### config.mk
export PLATFORM = sky130hd
export DESIGN_NAME = verifica_senha
export DESIGN_NICKNAME = d
export VERILOG_FILES = /design/src/rtl/fechadura_pkg.sv /design/src/rtl/detector_borda.sv /design/src/rtl/verifica_senha.sv
export SDC_FILE = /design/constraint.sdc
export NUM_CORES = 1
export LEC_CHECK = 0
export ABC_CLOCK_PERIOD_IN_PS = 4900
export CAP_MARGIN = 20
export CELL_PAD_IN_SITES_DETAIL_PLACEMENT = 0
export CELL_PAD_IN_SITES_GLOBAL_PLACEMENT = 2
export CORE_MARGIN = 8
export CORE_UTILIZATION = 42
export CTS_CLUSTER_SIZE = 14
export DETAILED_ROUTE_END_ITERATION = 8
export PLACE_DENSITY_LB_ADDON = 0.12
export SYNTH_ARGS = -nofsm -noshare
export SYNTH_HDL_FRONTEND = slang
export SYNTH_SLANG_ARGS = --single-unit
### constraint.sdc
create_clock -name clk -period 4.9 [get_ports clk]
set_input_delay 1.47 -clock clk [delete_from_list [all_inputs] [get_ports clk]]
set_output_delay 1.47 -clock clk [all_outputs]
set_load 0.005 [all_outputs]
### src/rtl/fechadura_pkg.sv
// Shared types and helpers for the digital lock: PIN packet layout,
// verifier state encoding and the digit-range check.
package fechadura_pkg;

    localparam logic [3:0]  KEY_SEND    = 4'hE;
    localparam logic [15:0] INVALID_PIN = 16'hFFFF;

    typedef struct packed {
        logic       status;
        logic [3:0] digit4;
        logic [3:0] digit3;
        logic [3:0] digit2;
        logic [3:0] digit1;
    } pinPac_t;

    typedef enum logic [1:0] {
        ST_IDLE    = 2'd0,
        ST_CHECK   = 2'd1,
        ST_OPEN    = 2'd2,
        ST_LOCKOUT = 2'd3
    } verif_state_t;

    // A PIN is usable only when every nibble is a decimal digit.
    function automatic logic pin_is_valid(input logic [15:0] pin);
        return (pin[15:12] <= 4'd9) && (pin[11:8] <= 4'd9) &&
               (pin[7:4]   <= 4'd9) && (pin[3:0]  <= 4'd9);
    endfunction

endpackage

### src/rtl/detector_borda.sv
// Single-bit rising-edge detector; the edge output is combinational from
// the live input and the registered previous sample.
module detector_borda (
    input  logic clk,
    input  logic rst,
    input  logic i_sig,
    output logic o_edge
);

    logic r_sig_d1;

    always_ff @(posedge clk or posedge rst) begin
        if (rst) r_sig_d1 <= 1'b0;
        else     r_sig_d1 <= i_sig;
    end

    assign o_edge = i_sig & ~r_sig_d1;

endmodule

### src/rtl/verifica_senha.sv
// PIN verifier: compares sent PINs against the stored password, drives the
// door, enforces the attempt limit and lets an open door change the password.
//
// state      | meaning
// ST_IDLE    | waiting for a new PIN packet
// ST_CHECK   | one cycle comparing the captured PIN
// ST_OPEN    | door unlocked, open timer running, next valid PIN replaces password
// ST_LOCKOUT | attempts exhausted, packets ignored until the timer expires
module verifica_senha
    import fechadura_pkg::*;
#(
    parameter logic [15:0] DEFAULT_PIN    = 16'h1234,
    parameter int          MAX_TRIES      = 3,
    parameter int          UNLOCK_CYCLES  = 50_000_000,
    parameter int          LOCKOUT_CYCLES = 500_000_000
) (
    input  logic                               clk,
    input  logic                               rst,
    input  pinPac_t                            pin_in,
    output logic                               door_open,
    output logic                               pin_ok,
    output logic                               pin_fail,
    output logic                               pin_changed,
    output logic                               locked_out,
    output logic [$clog2(MAX_TRIES+1)-1:0]     tries_left
);

    localparam int CNT_MAX = (UNLOCK_CYCLES > LOCKOUT_CYCLES) ? UNLOCK_CYCLES : LOCKOUT_CYCLES;
    localparam int CNT_W   = $clog2(CNT_MAX);
    localparam int TRY_W   = $clog2(MAX_TRIES + 1);

    localparam logic [CNT_W-1:0] OPEN_LOAD = CNT_W'(UNLOCK_CYCLES - 1);
    localparam logic [CNT_W-1:0] LOCK_LOAD = CNT_W'(LOCKOUT_CYCLES - 1);
    localparam logic [TRY_W-1:0] TRIES_MAX = TRY_W'(MAX_TRIES);

    verif_state_t     r_state;
    logic [15:0]      r_stored_pin;
    logic [15:0]      r_pin_reg;
    logic [CNT_W-1:0] r_timer;
    logic             w_new_pkt;
    logic [15:0]      w_pin;

    assign w_pin = {pin_in.digit4, pin_in.digit3, pin_in.digit2, pin_in.digit1};

    detector_borda u_borda (
        .clk    (clk),
        .rst    (rst),
        .i_sig  (pin_in.status),
        .o_edge (w_new_pkt)
    );

    // Timer is loaded with count-1 so the terminal compare at zero lands on
    // the last cycle of the window.
    always_ff @(posedge clk or posedge rst) begin
        if (rst) begin
            r_state      <= ST_IDLE;
            r_stored_pin <= DEFAULT_PIN;
            r_pin_reg    <= '0;
            r_timer      <= '0;
            door_open    <= 1'b0;
            pin_ok       <= 1'b0;
            pin_fail     <= 1'b0;
            pin_changed  <= 1'b0;
            locked_out   <= 1'b0;
            tries_left   <= TRIES_MAX;
        end else begin
            pin_ok      <= 1'b0;
            pin_fail    <= 1'b0;
            pin_changed <= 1'b0;
            case (r_state)
                ST_IDLE: begin
                    if (w_new_pkt) begin
                        r_pin_reg <= w_pin;
                        r_state   <= ST_CHECK;
                    end
                end
                ST_CHECK: begin
                    if ((r_pin_reg == r_stored_pin) && pin_is_valid(r_pin_reg)) begin
                        pin_ok     <= 1'b1;
                        tries_left <= TRIES_MAX;
                        door_open  <= 1'b1;
                        r_timer    <= OPEN_LOAD;
                        r_state    <= ST_OPEN;
                    end else begin
                        pin_fail <= 1'b1;
                        if (tries_left > TRY_W'(1)) begin
                            tries_left <= tries_left - TRY_W'(1);
                            r_state    <= ST_IDLE;
                        end else begin
                            tries_left <= '0;
                            locked_out <= 1'b1;
                            r_timer    <= LOCK_LOAD;
                            r_state    <= ST_LOCKOUT;
                        end
                    end
                end
                ST_OPEN: begin
                    if (w_new_pkt && pin_is_valid(w_pin)) begin
                        r_stored_pin <= w_pin;
                        pin_changed  <= 1'b1;
                        door_open    <= 1'b0;
                        r_state      <= ST_IDLE;
                    end else begin
                        if (w_new_pkt) pin_fail <= 1'b1;
                        if (r_timer == '0) begin
                            door_open <= 1'b0;
                            r_state   <= ST_IDLE;
                        end else begin
                            r_timer <= r_timer - CNT_W'(1);
                        end
                    end
                end
                ST_LOCKOUT: begin
                    if (r_timer == '0) begin
                        locked_out <= 1'b0;
                        tries_left <= TRIES_MAX;
                        r_state    <= ST_IDLE;
                    end else begin
                        r_timer <= r_timer - CNT_W'(1);
                    end
                end
                default: r_state <= ST_IDLE;
            endcase
        end
    end

endmodule

Yosys cells after proc, flatten, opt, wreduce, memory -nomap -nowiden
Cells that the tools add are included.
{"block": "classes", "n_eq_ne": 12, "mux": 30, "n_lt_le_gt_ge": 9, "bitwise_logic": 2, "n_addsub": 2, "n_reduce_logical": 19}
{"operator": "29-bit 2-to-1 mux", "n": 4}
{"operator": "29-bit case mux with 3 select lines", "n": 1}
{"operator": "4-bit less-or-equal comparator, second input constant", "n": 8}
{"operator": "29-bit logical NOT", "n": 1}
{"operator": "29-bit by 1-bit subtractor with 29-bit output, second input constant", "n": 1}
{"operator": "16-bit == test", "n": 1}
{"operator": "2-bit 2-to-1 mux", "n": 8}
{"operator": "1-bit 2-to-1 mux", "n": 12}
{"operator": "2-bit != test, second input constant", "n": 6}
{"operator": "1-bit logical AND", "n": 8}
{"operator": "2-bit case mux with 4 select lines", "n": 1}
{"operator": "3-bit != test, second input constant", "n": 2}
{"operator": "1-bit case mux with 2 select lines", "n": 3}
{"operator": "2-bit AND reduction", "n": 3}
{"operator": "3-bit AND reduction", "n": 2}
{"operator": "2-bit == test, second input constant", "n": 2}
{"operator": "2-bit case mux with 2 select lines", "n": 1}
{"operator": "4-bit AND reduction", "n": 1}
{"operator": "2-bit nonzero test", "n": 2}
{"operator": "3-bit nonzero test", "n": 1}
{"operator": "2-bit by 1-bit == test with 1-bit output, second input constant", "n": 1}
{"operator": "2-bit by 1-bit > comparator with 1-bit output, second input constant", "n": 1}
{"operator": "2-bit logical NOT", "n": 1}
{"operator": "2-bit by 1-bit subtractor with 2-bit output, second input constant", "n": 1}
{"operator": "other kinds (2)", "n": 2}
{"block": "word_totals", "ff_bits": 71, "out_inout_bits": 7, "elab_cells": 85, "input_bits": 19}

Longest topological paths before layout
Gate-level depths: netlist of the first run.
{"block": "depth", "word_depth": 7, "depth_mapped": 9, "depth_no_buf": 8}

Modules after synthesis
From an unflattened synthesis of the first run, not the netlist that was laid out.
{"block": "unflattened", "hier_cells": 375, "hier_area_um2": 3801.1}
{"mod": "verifica_senha", "instances": 1, "area_each_um2": 3758.6, "cells_per_inst": 372, "seq_area_each_um2": 1760.4}
{"mod": "detector_borda", "instances": 1, "area_each_um2": 42.5, "cells_per_inst": 3, "seq_area_each_um2": 25.0}

Worst setup path after synthesis of the first run
OpenSTA, ideal clock, no wires.
{"block": "synth_path", "path_kind": "in2reg", "from": "input pin_in[16] in the netlist's numbering", "to": "register r_stored_pin[0]", "cell_stages": 5, "t_arrival_ps": 2973, "path_slack_ps": 1802, "n_path_buf": 1, "setup_time_ps": 125, "required_time_ps": 4775, "cell_sequence": "nor2b_1 > nand2_1 > nor2_1 > clkbuf_1 > mux2_2"}
{"block": "synth_between", "elab_chain_len": 3}
{"item": "from (decl)", "line_no": "verifica_senha.sv:19", "rtl": "input pinPac_t pin_in,"}
{"item": "1-bit AND", "line_no": "detector_borda.sv:17", "rtl": "assign o_edge = i_sig & ~r_sig_d1;"}
{"item": "1-bit logical AND", "line_no": "verifica_senha.sv:98", "rtl": "if (w_new_pkt && pin_is_valid(w_pin)) begin"}
{"item": "2-bit AND reduction (no line)"}
{"item": "to (signal assigned)", "line_no": "verifica_senha.sv:99", "rtl": "r_stored_pin <= w_pin;"}
{"item": "to (decl)", "line_no": "verifica_senha.sv:37", "rtl": "logic [15:0] r_stored_pin;"}
Every way passes these cells.
A chain may end at the register's enable or synchronous reset.

Worst setup path in the final report of the first run
{"block": "layout_path", "from": "input pin_in[2] in the netlist's numbering", "to": "register r_timer[8]"}
{"block": "layout_between", "elab_chain_len": 5}
{"item": "4-bit less-or-equal comparator", "line_no": "fechadura_pkg.sv:26", "rtl": "(pin[7:4] <= 4'd9) && (pin[3:0] <= 4'd9);"}
{"item": "1-bit logical AND", "line_no": "fechadura_pkg.sv:26"}
{"item": "1-bit logical AND", "line_no": "verifica_senha.sv:98"}
{"item": "2-bit != test (no line)"}
{"item": "3-bit AND reduction (no line)"}
{"item": "to (signal assigned)", "line_no": "verifica_senha.sv:109", "rtl": "r_timer <= r_timer - CNT_W'(1);"}
{"item": "to (signal assigned)", "line_no": "verifica_senha.sv:119", "rtl": "r_timer <= r_timer - CNT_W'(1);"}
{"item": "to (decl)", "line_no": "verifica_senha.sv:39", "rtl": "logic [CNT_W-1:0] r_timer;"}
Every way passes these cells.

==> flow_metrics.py, run 1 <==
metrics = {
    "power_and_ir_drop": {
        "p_leak_nw": 1.99,
        "p_per_area_nw_per_um2": 250,
        "vdd_drop_max_v": 0.000147,
        "p_total_mw": 1.10,
    },
    "die": {
        "core_area_um2": 9060,
        "die_x_um": 112,
        "num_rows": 35,
        "die_height_um": 112,
        "ios": 26,
        "die_area_um2": 12400,
        "initial_core_util": 0.423,
    },
    "global_routing": {
        "grt_pass1_wl_um": 15700,
        "grt_pass1_vias": 2999,
        "grt_overflow_total": 0,
        "grt_max_degree": 72,
        "grt_usage": 0.156,
        "antenna_found_initial": 0,
    },
    "synth": {
        "synthTopCellsByArea": "dfrtp_1 42%, mux2_2 9.1%, a31oi_1 5.1%",
        "synth_top_area_cell": "dfrtp_1",
        "synth_top_flop_cell": "dfrtp_1",
        "async_flop_share": 1.00,
        "netlist_area_um2": 3840,
        "synth-seq-area-share": 0.465,
        "synth_top_area_frac": 0.417,
        "yosys_warnings": 0,
        "yosysUniqueCellTypes": 54,
        "synth_edf_count": 0,
        "syn-num-nets": 398,
        "netlist_instances": 373,
        "ys_ff_latch": 71,
        "syn-mean-instance-area_um2": 10.3,
    },
    "critical_path": {
        "worst_path_largest_cell_delay_ns": 0.72,
        "crit_required_ns": 5.13,
        "path_depth": 8,
        "cp_cell_sequence": "clkdlybuf4s50_1 > o21ai_0 > nand4_1 > o22ai_1 > a21oi_2 > buf_4 > nand3_1 > a22o_1",
        "worstSetupPathType": "input port to register",
        "setup.worst_path.end_class": "register",
        "cp_top_family": "compound AO/OA/AOI/OAI gates",
        "critPathLaunchType": "input port",
        "r2r_cells": 6,
        "worst_ep_arrival_time_ns": 3.92,
        "path_buf_inv": 2,
        "slowest_stage": "a21oi_2",
        "path_max_fanout": 18,
    },
    "timing": {
        "final-hold-violation-count": 0,
        "min_period_ns": 3.68,
        "slew_viol_final": 0,
        "rsz0062_at_grt": "no",
        "fmax_mhz": 271,
        "worst_pin_slew_ns": 0.927,
        "fin_skew_ns": 0.0131,
        "fin_tns_setup_ns": 0,
        "max-slew-margin-rel": 0.382,
        "fin_crit_sh": 0.752,
        "finalSetupViolations": 0,
    },
    "layout": {
        "mostFrequentLayoutCells": "64 x dfrtp_1, 31 x a31oi_1, 31 x mux2_2",
        "largest_reg_flops": 29,
        "design_area_um2": 4400,
        "final_common_cell": "dfrtp_1",
        "nets": 426,
        "finalNonFillerCells": 517,
        "diodes": 0,
        "drive_gt1_frac": 0.185,
        "areaGrowthSynthToFinish_pct": 14.7,
    },
    "place": {
        "dp_cells": 500,
        "place_area_um2": 4180,
        "dp_hpwl_um": 6410,
        "portBuffers": 25,
        "routabilityCongestion": 0.758,
    },
    "routing": {
        "post_drt_wl_per_cell_um": 18.5,
        "via_per_inst": 5.96,
        "wl_um": 9560,
        "routed-via-count": 3081,
        "drc": 0,
        "initialDrtViolationCount": 166,
        "first_pass_iters": 5,
        "antenna_left": 0,
    },
    "cts": {
        "clockBufferDepth": 2,
        "worstSkewPairLatency_ns": 0.35,
        "cts_root_buffer": "clkbuf_8",
        "cts_setup_buffers": 0,
        "cts_tree": "done",
        "cts_hold_buf": 0,
        "clock-sinks": 71,
        "cts_buffers": 9,
        "htreeDepth": 3,
        "cts-resized-gates": 0,
        "path_clk_slew_ns": 0.08,
    },
    "hold_path": {
        "hold_class": "register to register",
        "worstHoldPathCells": 1,
    },
    "run_status": {
        "outcome": "completed",
    },
    "run": {
        "drv_cap": 0,
    },
}
layout make-up:
type | count | area, um^2
flip-flops and latches | 71 | 1790
multi-input cells | 276 | 1920
fillers | 835 | 4660
well taps | 111 | 139
clock inverters | 6 | 70.1
clock buffers | 10 | 128
repair buffers | 31 | 315
inverters | 12 | 45.0
synth_stat cells, drive strengths merged (4+ instances only):
master and n:
nand2b 4, buf 7, dfstp 7, nor2 17, a21oi 19, a21o 5, nand2 24, a31oi 31
clkbuf 7, o21ai 29, nor4 8, mux2 31, nand4 6, dfrtp 64, and3 4, nand3b 4
ha 6, nor3 11, nand3 11, o31ai 15, xor2 10, a211o 4, inv 12, or3 4
stage by stage:
step           hold slack, ns  setup WS [ns]   util
2_1_floorplan           0.451           1.65      -
3_3_place_gp            0.480          0.915  0.461
3_5_place_dp            0.484          0.898  0.461
4_1_cts                 0.495           1.27  0.483
5_1_grt                 0.522           1.16  0.486
6_report                0.496           1.22  0.486
routing by layer:
| metal | GRT usage | up-vias | share of wire |
|---|---|---|---|
| li1 | - | 1482 | - |
| met1 | 0.217 | 1513 | 0.50 |
| met2 | 0.234 | 78 | 0.45 |
| met3 | 0.0287 | 8 | 0.039 |
| met4 | 0.0629 | 0 | 0.0092 |
| met5 | 0 | - | 0 |
final timing paths:
kind | slack (ns) | from | end
max reg2reg | 1.93 | r_pin_reg[3] | r_timer[9]
min in group asynchronous | 1.70 | rst | r_pin_reg[11]
max in group asynchronous | 2.57 | rst | r_timer[4]
min reg2reg | 0.50 | r_timer[14] | r_timer[14]
min | 0.50 | r_timer[14] | r_timer[14]
max | 1.22 | pin_in[2] | r_timer[8]
where the power goes:
| part | leakage (nW) | switching (mW) | internal [mW] |
|---|---|---|---|
| clock network | 0.101 | 0.241 | 0.239 |
| registers | 0.866 | 0.000110 | 0.586 |
| logic | 1.02 | 0.0192 | 0.0152 |
cells by family after synthesis:
group | after synthesis | synth area share
muxes | 32 | 0.0936
and+or+nand+nor | 106 | 0.157
AOI/OAI and AO/OA | 121 | 0.205
buffers and inverters | 26 | 0.0342
xor gates and xnor gates | 11 | 0.0251
DFF | 71 | 0.465
adders and majority gates | 6 | 0.0196
No activity file was read; power rests on OpenSTA's default activity.
==> inputs of run 2 (changes only) <==
--- a/config.mk
+++ b/config.mk
@@ -5,12 +5,12 @@
 export SDC_FILE = /design/constraint.sdc
 export NUM_CORES = 1
 export LEC_CHECK = 0
-export ABC_CLOCK_PERIOD_IN_PS = 4900
+export ABC_CLOCK_PERIOD_IN_PS = 3700
 export CAP_MARGIN = 20
 export CELL_PAD_IN_SITES_DETAIL_PLACEMENT = 0
 export CELL_PAD_IN_SITES_GLOBAL_PLACEMENT = 2
 export CORE_MARGIN = 8
-export CORE_UTILIZATION = 42
+export CORE_UTILIZATION = 39
 export CTS_CLUSTER_SIZE = 14
 export DETAILED_ROUTE_END_ITERATION = 8
 export PLACE_DENSITY_LB_ADDON = 0.12
==> constraint.sdc (replaced) <==
create_clock -name clk -period 3.7 [get_ports clk]
set_input_delay 1.11 -clock clk [delete_from_list [all_inputs] [get_ports clk]]
set_output_delay 1.11 -clock clk [all_outputs]
set_load 0.005 [all_outputs]
==> run 2 against run 1 <==
- final area is 1.2% higher
- critical endpoint is now r_timer[9]
- critical path depth stayed put
- total power is 30% higher
- highest routed layer unchanged
- via count is 1.6% lower
- clock skew is 0.0016 ns higher
- wire length is 1.1% lower
==> flow_metrics.py, run 2 (synthesis gave the netlist of run 1 again) <==
metrics = {
    "run_status": {
        "outcome": "completed",
    },
    "timing": {
        "hold_ws_ns": 0.502,
        "final-hold-violation-count": 0,
        "fin_tns_setup_ns": 0,
        "fin_crit_sh": 0.841,
        "fin_skew_ns": 0.0147,
        "finalSetupViolations": 0,
        "rsz0062_at_grt": "no",
        "slew_viol_final": 0,
        "fmax_mhz": 321,
        "layout_setup_ws_ns": 0.588,
        "max-slew-margin-rel": 0.508,
        "min_period_ns": 3.11,
        "worst_pin_slew_ns": 0.737,
    },
    "cts": {
        "cts_buffers": 9,
        "cts_hold_buf": 0,
        "cts-resized-gates": 0,
        "worstSkewPairLatency_ns": 0.36,
        "cts_setup_buffers": 0,
        "htreeDepth": 3,
        "clock-sinks": 71,
        "path_clk_slew_ns": 0.09,
        "cts_root_buffer": "clkbuf_8",
        "cts_tree": "done",
        "clockBufferDepth": 2,
    },
    "hold_path": {
        "worstHoldPathCells": 1,
        "hold_class": "register to register",
    },
    "critical_path": {
        "worstSetupPathType": "input port to register",
        "critPathLaunchType": "input port",
        "r2r_cells": 9,
        "rrSetupSlack_ns": 0.90,
        "worst_ep_arrival_time_ns": 3.37,
        "crit_required_ns": 3.95,
        "setup.worst_path.end_class": "register",
        "path_max_fanout": 15,
    },
    "power_and_ir_drop": {
        "p_per_area_nw_per_um2": 322,
        "p_leak_nw": 1.99,
        "vdd_drop_max_v": 0.000176,
    },
    "layout": {
        "diodes": 0,
        "nets": 429,
        "design_area_um2": 4450,
        "multi_input_area_um2": 1920,
        "drive_gt1_frac": 0.193,
        "register_area_um2": 1790,
        "fillers": 922,
        "areaGrowthSynthToFinish_pct": 16.1,
        "largest_reg_flops": 29,
        "mostFrequentLayoutCells": "64 x dfrtp_1, 31 x a31oi_1, 31 x mux2_2",
        "final_common_cell": "dfrtp_1",
    },
    "routing": {
        "first_pass_iters": 4,
        "drc": 0,
        "wl_um": 9460,
        "routed-via-count": 3033,
        "antenna_left": 0,
        "post_drt_wl_per_cell_um": 17.5,
        "initialDrtViolationCount": 177,
        "via_per_inst": 5.60,
    },
    "global_routing": {
        "antenna_found_initial": 0,
        "grt_overflow_total": 0,
        "grt_pass1_vias": 2992,
        "grt_pass1_wl_um": 15900,
        "grt_usage": 0.152,
        "grt_max_degree": 72,
    },
    "place": {
        "place_area_um2": 4250,
        "dp_hpwl_um": 6470,
        "routabilityCongestion": 0.761,
        "portBuffers": 25,
        "place_ws_ns": 0.235,
    },
    "die": {
        "die_x_um": 115,
        "num_rows": 36,
        "initial_core_util": 0.396,
        "die_area_um2": 13300,
        "ios": 26,
        "die_height_um": 115,
        "core_area_um2": 9680,
    },
    "run": {
        "drv_cap": 0,
    },
}
[run 2: critical path, cell delays in order]
cell and delay, ns:
clkdlybuf4s50_1 0.50, o21ai_0 0.18, nand4_1 0.21, o22ai_1 0.20
a21oi_2 0.55, buf_12 0.23, nand2_1 0.11, o31ai_1 0.28
[run 2: per-stage QoR]
step / total power [mW] / cells / util
floorplan: 0.807 / 373 / -
global placement: 0.840 / 525 / 0.439
detailed placement: 0.841 / 525 / 0.439
CTS: 1.46 / 541 / 0.458
global route: 1.49 / 542 / 0.460
finish: 1.43 / 542 / 0.460
[run 2: cell type report]
cell class	count	area share
Timing Repair Buffer	34	0.0787
Sequential cell	71	0.401
Clock inverter	7	0.0143
Tap cell	133	0.0374
Clock buffer	9	0.0278
Inverter	12	0.0101
Multi-Input combinational cell	276	0.431
[run 2: path summary, 6_finish.rpt]
check / endpoint / from
worst max-delay path: r_timer[9] / pin_in[1]
worst min-delay path: r_timer[19] / r_timer[19]
worst max register to register: r_timer[21] / r_timer[0]
worst min register to register: r_timer[19] / r_timer[19]
max in group asynchronous: r_stored_pin[4] / rst
min in group asynchronous: u_borda.r_sig_d1 / rst
[run 2: power by group]
group | internal (mW) | leakage, nW | switching, mW
logic | 0.0216 | 1.04 | 0.0256
registers | 0.776 | 0.866 | 0.000168
clock network | 0.259 | 0.0903 | 0.351
[run 2: layer usage]
metal | up-vias | part of all wire | track usage
met5 | - | 0 | 0
met3 | 9 | 0.046 | 0.0341
li1 | 1481 | - | -
met2 | 63 | 0.44 | 0.224
met1 | 1480 | 0.50 | 0.215
met4 | 0 | 0.011 | 0.0482
